[config.mk]
export PLATFORM = sky130hd
export DESIGN_NAME = alu_muldiv_seq
export DESIGN_NICKNAME = d
export VERILOG_FILES = /design/src/rtl/alu_muldiv_pkg.sv /design/src/rtl/alu_muldiv_seq_alu.sv /design/src/rtl/alu_muldiv_seq.sv
export SDC_FILE = /design/constraint.sdc
export NUM_CORES = 1
export LEC_CHECK = 0
export BUFFER_PORTS_ARGS = -buffer_cell sky130_fd_sc_hd__buf_4
export CAP_MARGIN = 10
export CORE_ASPECT_RATIO = 1.5
export CORE_MARGIN = 5
export CORE_UTILIZATION = 40
export DETAILED_ROUTE_END_ITERATION = 8
export GPL_TIMING_DRIVEN = 0
export HOLD_SLACK_MARGIN = 0.06
export PLACE_DENSITY = 0.69
export SKIP_LAST_GASP = 1
export SLEW_MARGIN = 20
export SYNTH_ARGS = -nofsm -noshare
export SYNTH_HDL_FRONTEND = slang
export SYNTH_SLANG_ARGS = --single-unit
[constraint.sdc]
create_clock -name clk -period 1.68 [get_ports clk]
set_input_delay 0.336 -clock clk [delete_from_list [all_inputs] [get_ports clk]]
set_output_delay 0.336 -clock clk [all_outputs]
set_load 0.01 [all_outputs]
[src/rtl/alu_muldiv_pkg.sv]
// Shared types for the multi-cycle multiply/divide sequencer.
// Opcode and FSM state encodings plus iteration count.
package alu_muldiv_pkg;

  typedef enum logic {
    OP_MUL = 1'b0,
    OP_DIV = 1'b1
  } op_e;

  typedef enum logic [1:0] {
    S_IDLE,
    S_RUN,
    S_DONE
  } state_e;

  localparam int ITERS = 8;
  localparam int CNT_W = 3;

endpackage

[src/rtl/alu_muldiv_seq_alu.sv]
// 8-bit add/sub ALU shared with the core datapath.
// op=0: a+b, op=1: a+~b+1; carry is the ninth sum bit.
module alu_muldiv_seq_alu #(
  parameter int W = 8
) (
  input  logic [W-1:0] a,
  input  logic [W-1:0] b,
  input  logic         op,
  output logic [W-1:0] result,
  output logic         carry
);

  logic [W-1:0] b_eff;
  logic [W:0]   sum;

  // invert b and inject carry-in for subtract
  always_comb begin
    b_eff = op ? ~b : b;
    sum   = {1'b0, a} + {1'b0, b_eff} + {{W{1'b0}}, op};
  end

  assign result = sum[W-1:0];
  assign carry  = sum[W];

endmodule

[src/rtl/alu_muldiv_seq.sv]
// Multi-cycle 8x8 multiply / 8/8 divide sequencer on one add/sub ALU.
// Division path is built only when ALU_MULDIV_DIV_EN is defined.
module alu_muldiv_seq
  import alu_muldiv_pkg::*;
#(
  parameter int          DW        = 8,
  parameter logic [DW-1:0] DIV0_QUOT = 8'hFF
) (
  input  logic          clk,
  input  logic          rst_n,
  input  logic          req_valid,
  output logic          req_ready,
  input  logic          req_op,
  input  logic [DW-1:0] req_a,
  input  logic [DW-1:0] req_b,
  output logic          rsp_valid,
  input  logic          rsp_ready,
  output logic [DW-1:0] rsp_hi,
  output logic [DW-1:0] rsp_lo,
  output logic          rsp_err
);

  if (DW != 8 || $bits(DIV0_QUOT) != DW) begin : g_dw_chk
    $fatal(1, "alu_muldiv_seq: DW must be 8");
  end

  localparam logic [CNT_W-1:0] LAST = CNT_W'(ITERS - 1);

  state_e           state_q, state_d;
  logic [CNT_W-1:0] cnt_q, cnt_d;
  logic [DW-1:0]    h_q, h_d;
  logic [DW-1:0]    l_q, l_d;
  logic [DW-1:0]    m_q, m_d;
  logic             err_q, err_d;
  logic             vld_q, vld_d;

  logic [DW-1:0]    alu_a;
  logic             alu_op;
  logic [DW-1:0]    alu_res;
  logic             alu_co;

`ifdef ALU_MULDIV_DIV_EN
  op_e              op_q, op_d;
  logic [DW-1:0]    r_s;
  logic [DW-2:0]    q_s;
`endif

  alu_muldiv_seq_alu #(
    .W (DW)
  ) u_alu (
    .a      (alu_a),
    .b      (m_q),
    .op     (alu_op),
    .result (alu_res),
    .carry  (alu_co)
  );

  // next-state, shift-register and response logic
  always_comb begin
    state_d = state_q;
    cnt_d   = cnt_q;
    h_d     = h_q;
    l_d     = l_q;
    m_d     = m_q;
    err_d   = err_q;
    vld_d   = 1'b0;
    alu_a   = h_q;
    alu_op  = 1'b0;
`ifdef ALU_MULDIV_DIV_EN
    op_d    = op_q;
    r_s     = {h_q[DW-2:0], l_q[DW-1]};
    q_s     = l_q[DW-2:0];
    if (op_q == OP_DIV) begin
      alu_a  = r_s;
      alu_op = 1'b1;
    end
`endif

    unique case (state_q)
      S_IDLE: begin
        if (req_valid) begin
          cnt_d = '0;
          m_d   = req_b;
          h_d   = '0;
          l_d   = req_a;
          err_d = 1'b0;
          if (req_op == OP_DIV) begin
`ifdef ALU_MULDIV_DIV_EN
            op_d = OP_DIV;
            if (req_b == '0) begin
              h_d     = req_a;
              l_d     = DIV0_QUOT;
              err_d   = 1'b1;
              state_d = S_DONE;
            end else begin
              state_d = S_RUN;
            end
`else
            l_d     = '0;
            err_d   = 1'b1;
            state_d = S_DONE;
`endif
          end else begin
`ifdef ALU_MULDIV_DIV_EN
            op_d    = OP_MUL;
`endif
            state_d = S_RUN;
          end
        end
      end

      S_RUN: begin
        cnt_d = cnt_q + 1'b1;
`ifdef ALU_MULDIV_DIV_EN
        if (op_q == OP_DIV) begin
          h_d = alu_co ? alu_res : r_s;
          l_d = {q_s, alu_co};
        end else
`endif
        if (l_q[0]) begin
          {h_d, l_d} = {alu_co, alu_res, l_q[DW-1:1]};
        end else begin
          {h_d, l_d} = {1'b0, h_q, l_q[DW-1:1]};
        end
        if (cnt_q == LAST) begin
          state_d = S_DONE;
        end
      end

      S_DONE: begin
        vld_d = !(vld_q && rsp_ready);
        if (vld_q && rsp_ready) begin
          state_d = S_IDLE;
        end
      end

      default: begin
        state_d = S_IDLE;
      end
    endcase
  end

  // state and datapath registers with synchronous reset
  always_ff @(posedge clk) begin
    if (!rst_n) begin
      state_q <= S_IDLE;
      cnt_q   <= '0;
      h_q     <= '0;
      l_q     <= '0;
      m_q     <= '0;
      err_q   <= 1'b0;
      vld_q   <= 1'b0;
`ifdef ALU_MULDIV_DIV_EN
      op_q    <= OP_MUL;
`endif
    end else begin
      state_q <= state_d;
      cnt_q   <= cnt_d;
      h_q     <= h_d;
      l_q     <= l_d;
      m_q     <= m_d;
      err_q   <= err_d;
      vld_q   <= vld_d;
`ifdef ALU_MULDIV_DIV_EN
      op_q    <= op_d;
`endif
    end
  end

  assign req_ready = (state_q == S_IDLE);
  assign rsp_valid = vld_q;
  assign rsp_hi    = h_q;
  assign rsp_lo    = l_q;
  assign rsp_err   = err_q;

endmodule
==> out/results.tsv <==
metric	value	unit
Static Leak	0.971	nW
status	finished with violations	
root buf cell	clkbuf_8	
GP Congestion	0.795	
HP Class	input port to flip-flop	
commonest non-fill, non-tap cell in the layout	buf_4	
H-tree Lvls	2	
crit end category	flip-flop	
TritonCTS Buffers	5	
# fillers	412	
largest net degree at the start of global routing	11	
Max Fclk	585	MHz
CTS max path bufs	2	
Final Skew	0.00480	ns
# diodes	0	
share of layout cells above drive strength 1	30.8	%
DRT antenna net count	0	
Crit Path Category	flip-flop to flip-flop	
synth unique cells	42	
pwr dens	831	mW/mm^2
Slew HR	65.2	%
worst r2r src	rsp_hi[0]	
RSZ-0062 raised after global routing	true	
Die Y	91.7	microns
post-DR wirelength/cell	14.8	microns
footprint of the multi-input gates	0.00115	sq mm
Area growth, synth to finish	30.7	%
Pins Over Slew Limit	0	
Slew @ Worst Pin	0.520	ns
Place WS	-0.102	ns
initial DRC count	89	
CP Data Required Time	1.87	ns
core area	0.00428	sq mm
Sequential Area	629	sq um
Die ar.	0.00591	sq mm
max_cap viols	0	
CP startpoint kind	flip-flop	
routed vias/inst	5.57	
WL final	4390	microns
Die W	64.5	microns
Post-Syn Nets	234	
CTS sink cnt	31	
Tmin final	1.71	ns
final setup vio count	1	
antenna violations before repair	0	
crit path to	rsp_hi[5]	
Worst setup startpoint	rsp_hi[0]	
row count	29	
register bit total from synthesis	31	
starting density of the core	41.6	%
highest net fanout along the worst path	4	
first-pass GRT wire length	7530	microns
Ys Warns	0	
FFs w/ async S/R, synth	0	%
violated checks	negative setup slack	
Residual DRC	0	
number of flops mapped to enable cells by yosys	0	
I/O Buffers	38	
Worst-path clk slew	0.07	ns
DR vias	1650	
Syn Area/Cell	8.81	sq um
period utilization	102	%
sequential area share after synthesis	34.9	%
CTS tree	yes	
R2R depth	7	
Final HPWL DP	3160	microns
reg2reg setup slack	-0.03	ns
Final WS setup	-0.0300	ns
I/O Pins	40	
final net count	281	
DRT Pass-1 Iters	4	
Post-Syn Area	0.00178	sq mm
Syn Inst Count	202	
top_reg_cell synth	dfxtp_1	
most frequent cells in the layout	42 x buf_4, 27 x nand2_1, 26 x dfxtp_1, 17 x nor3b_1, 13 x nor2_1	
reg-to-reg endpoint	rsp_hi[5]	
post-route cell area	0.00233	sq mm
worst skew pair latency	0.29	ns
number of global-route vias before repair	1621	
GR Overflow Total	0	
VDD IR max	468	uV
Worst EP arrival	1.90	ns
GRT Total Usage	16.1	%
Post-DP Area	0.00213	sq mm
Final Hold Violating Endpoints	0	
stage by stage:
step | setup TNS (ns) | std cells | power [mW] | hold WS [ns] | utilization [%]
2_1_floorplan | 0 | 202 | 1.04 | 0.447 | -
3_3_place_gp | -0.199 | 286 | 1.17 | 0.454 | 49.7
3_5_place_dp | -0.256 | 286 | 1.17 | 0.461 | 49.7
4_1_cts | -0.126 | 296 | 1.95 | 0.297 | 53.9
5_1_grt | -0.231 | 296 | 2.02 | 0.304 | 54.4
6_report | -0.0300 | 296 | 1.94 | 0.298 | 54.4
critical path, cell delays in order, from the launching register on:
cell and delay [ns]:
dfxtp_4 0.35, ha_4 0.16, inv_2 0.05, fa_2 0.20, nor2b_2 0.05, o31a_1 0.31
o31a_1 0.27, o311ai_2 0.22
worst min path at each step:
stage                         from  endpoint  slack [ns]  cells past startpoint
after floorplan             m_q[2]    m_q[2]        0.45                      2
after global placement      m_q[4]    m_q[4]        0.45                      2
after detailed placement    m_q[5]    m_q[5]        0.46                      2
after CTS                 req_b[1]    m_q[1]        0.30                      3
after global routing      req_b[2]    m_q[2]        0.30                      3
final                     req_b[0]    m_q[0]        0.30                      3
synthesized netlist by cell type, drive strengths merged, types with 4 or more instances:
library cell  instances  area [sq um]
a21oi                 6          30.0
nand3b                4          30.0
nor2b                 7          51.3
o21ai                 4          20.0
nand2                27           101
inv                   4          15.0
buf                   7          40.0
nor2                 14          55.1
clkbuf                5          18.8
a211oi               10          80.1
nor3b                17           128
ha                   10           125
a21boi               12          90.1
dfxtp                31           621
cell families after synthesis:
group / share of synthesized area, %
buf+inv: 4.15
mux: 1.69
fa+ha+maj: 8.15
xor+xnor: 0.492
flops: 34.9
simple gates: 24.2
compound gates: 26.5
state kept, by name (all words and copies together) (netlist names):
| name | flops |
|---|---|
| m_q | 8 |
| cnt_q | 3 |
| state_q | 2 |
| rsp_err | 1 |
| rsp_hi | 8 |
| rsp_lo | 8 |
| rsp_valid | 1 |
power breakdown:
part | internal [mW] | switching [mW]
clock | 0.480 | 0.293
sequential | 0.778 | 0.0304
combinational | 0.168 | 0.186
metal layers:
layer	routed length (microns)	share of wire (%)	GRT usage [%]	vias to the layer above
met4	104	2.4	7.76	0
met2	2200	50	28.3	37
met5	0	0	0	-
li1	-	-	-	828
met3	181	4.1	2.93	9
met1	1910	43	18.4	776
area by class of cell:
| class | count | area share (%) |
|---|---|---|
| plain buffers | 12 | 2.53 |
| clock buffers | 6 | 3.55 |
| clock inverters | 2 | 1.51 |
| inverters | 4 | 0.645 |
| multi-input cells | 155 | 49.4 |
| flip-flops and latches | 31 | 27.0 |
| well taps | 46 | 2.47 |
| repair buffers | 40 | 12.9 |
timing repair:
item	CTS	global route
hold endpoints to repair	0	0
cloned	0	0
hold buffers	0	0
pin swaps	3	2
endpoints found under the setup margin	4	5
buffers inserted	2	0
gates resized for setup	10	8
Power figures use the tool's default switching activity.
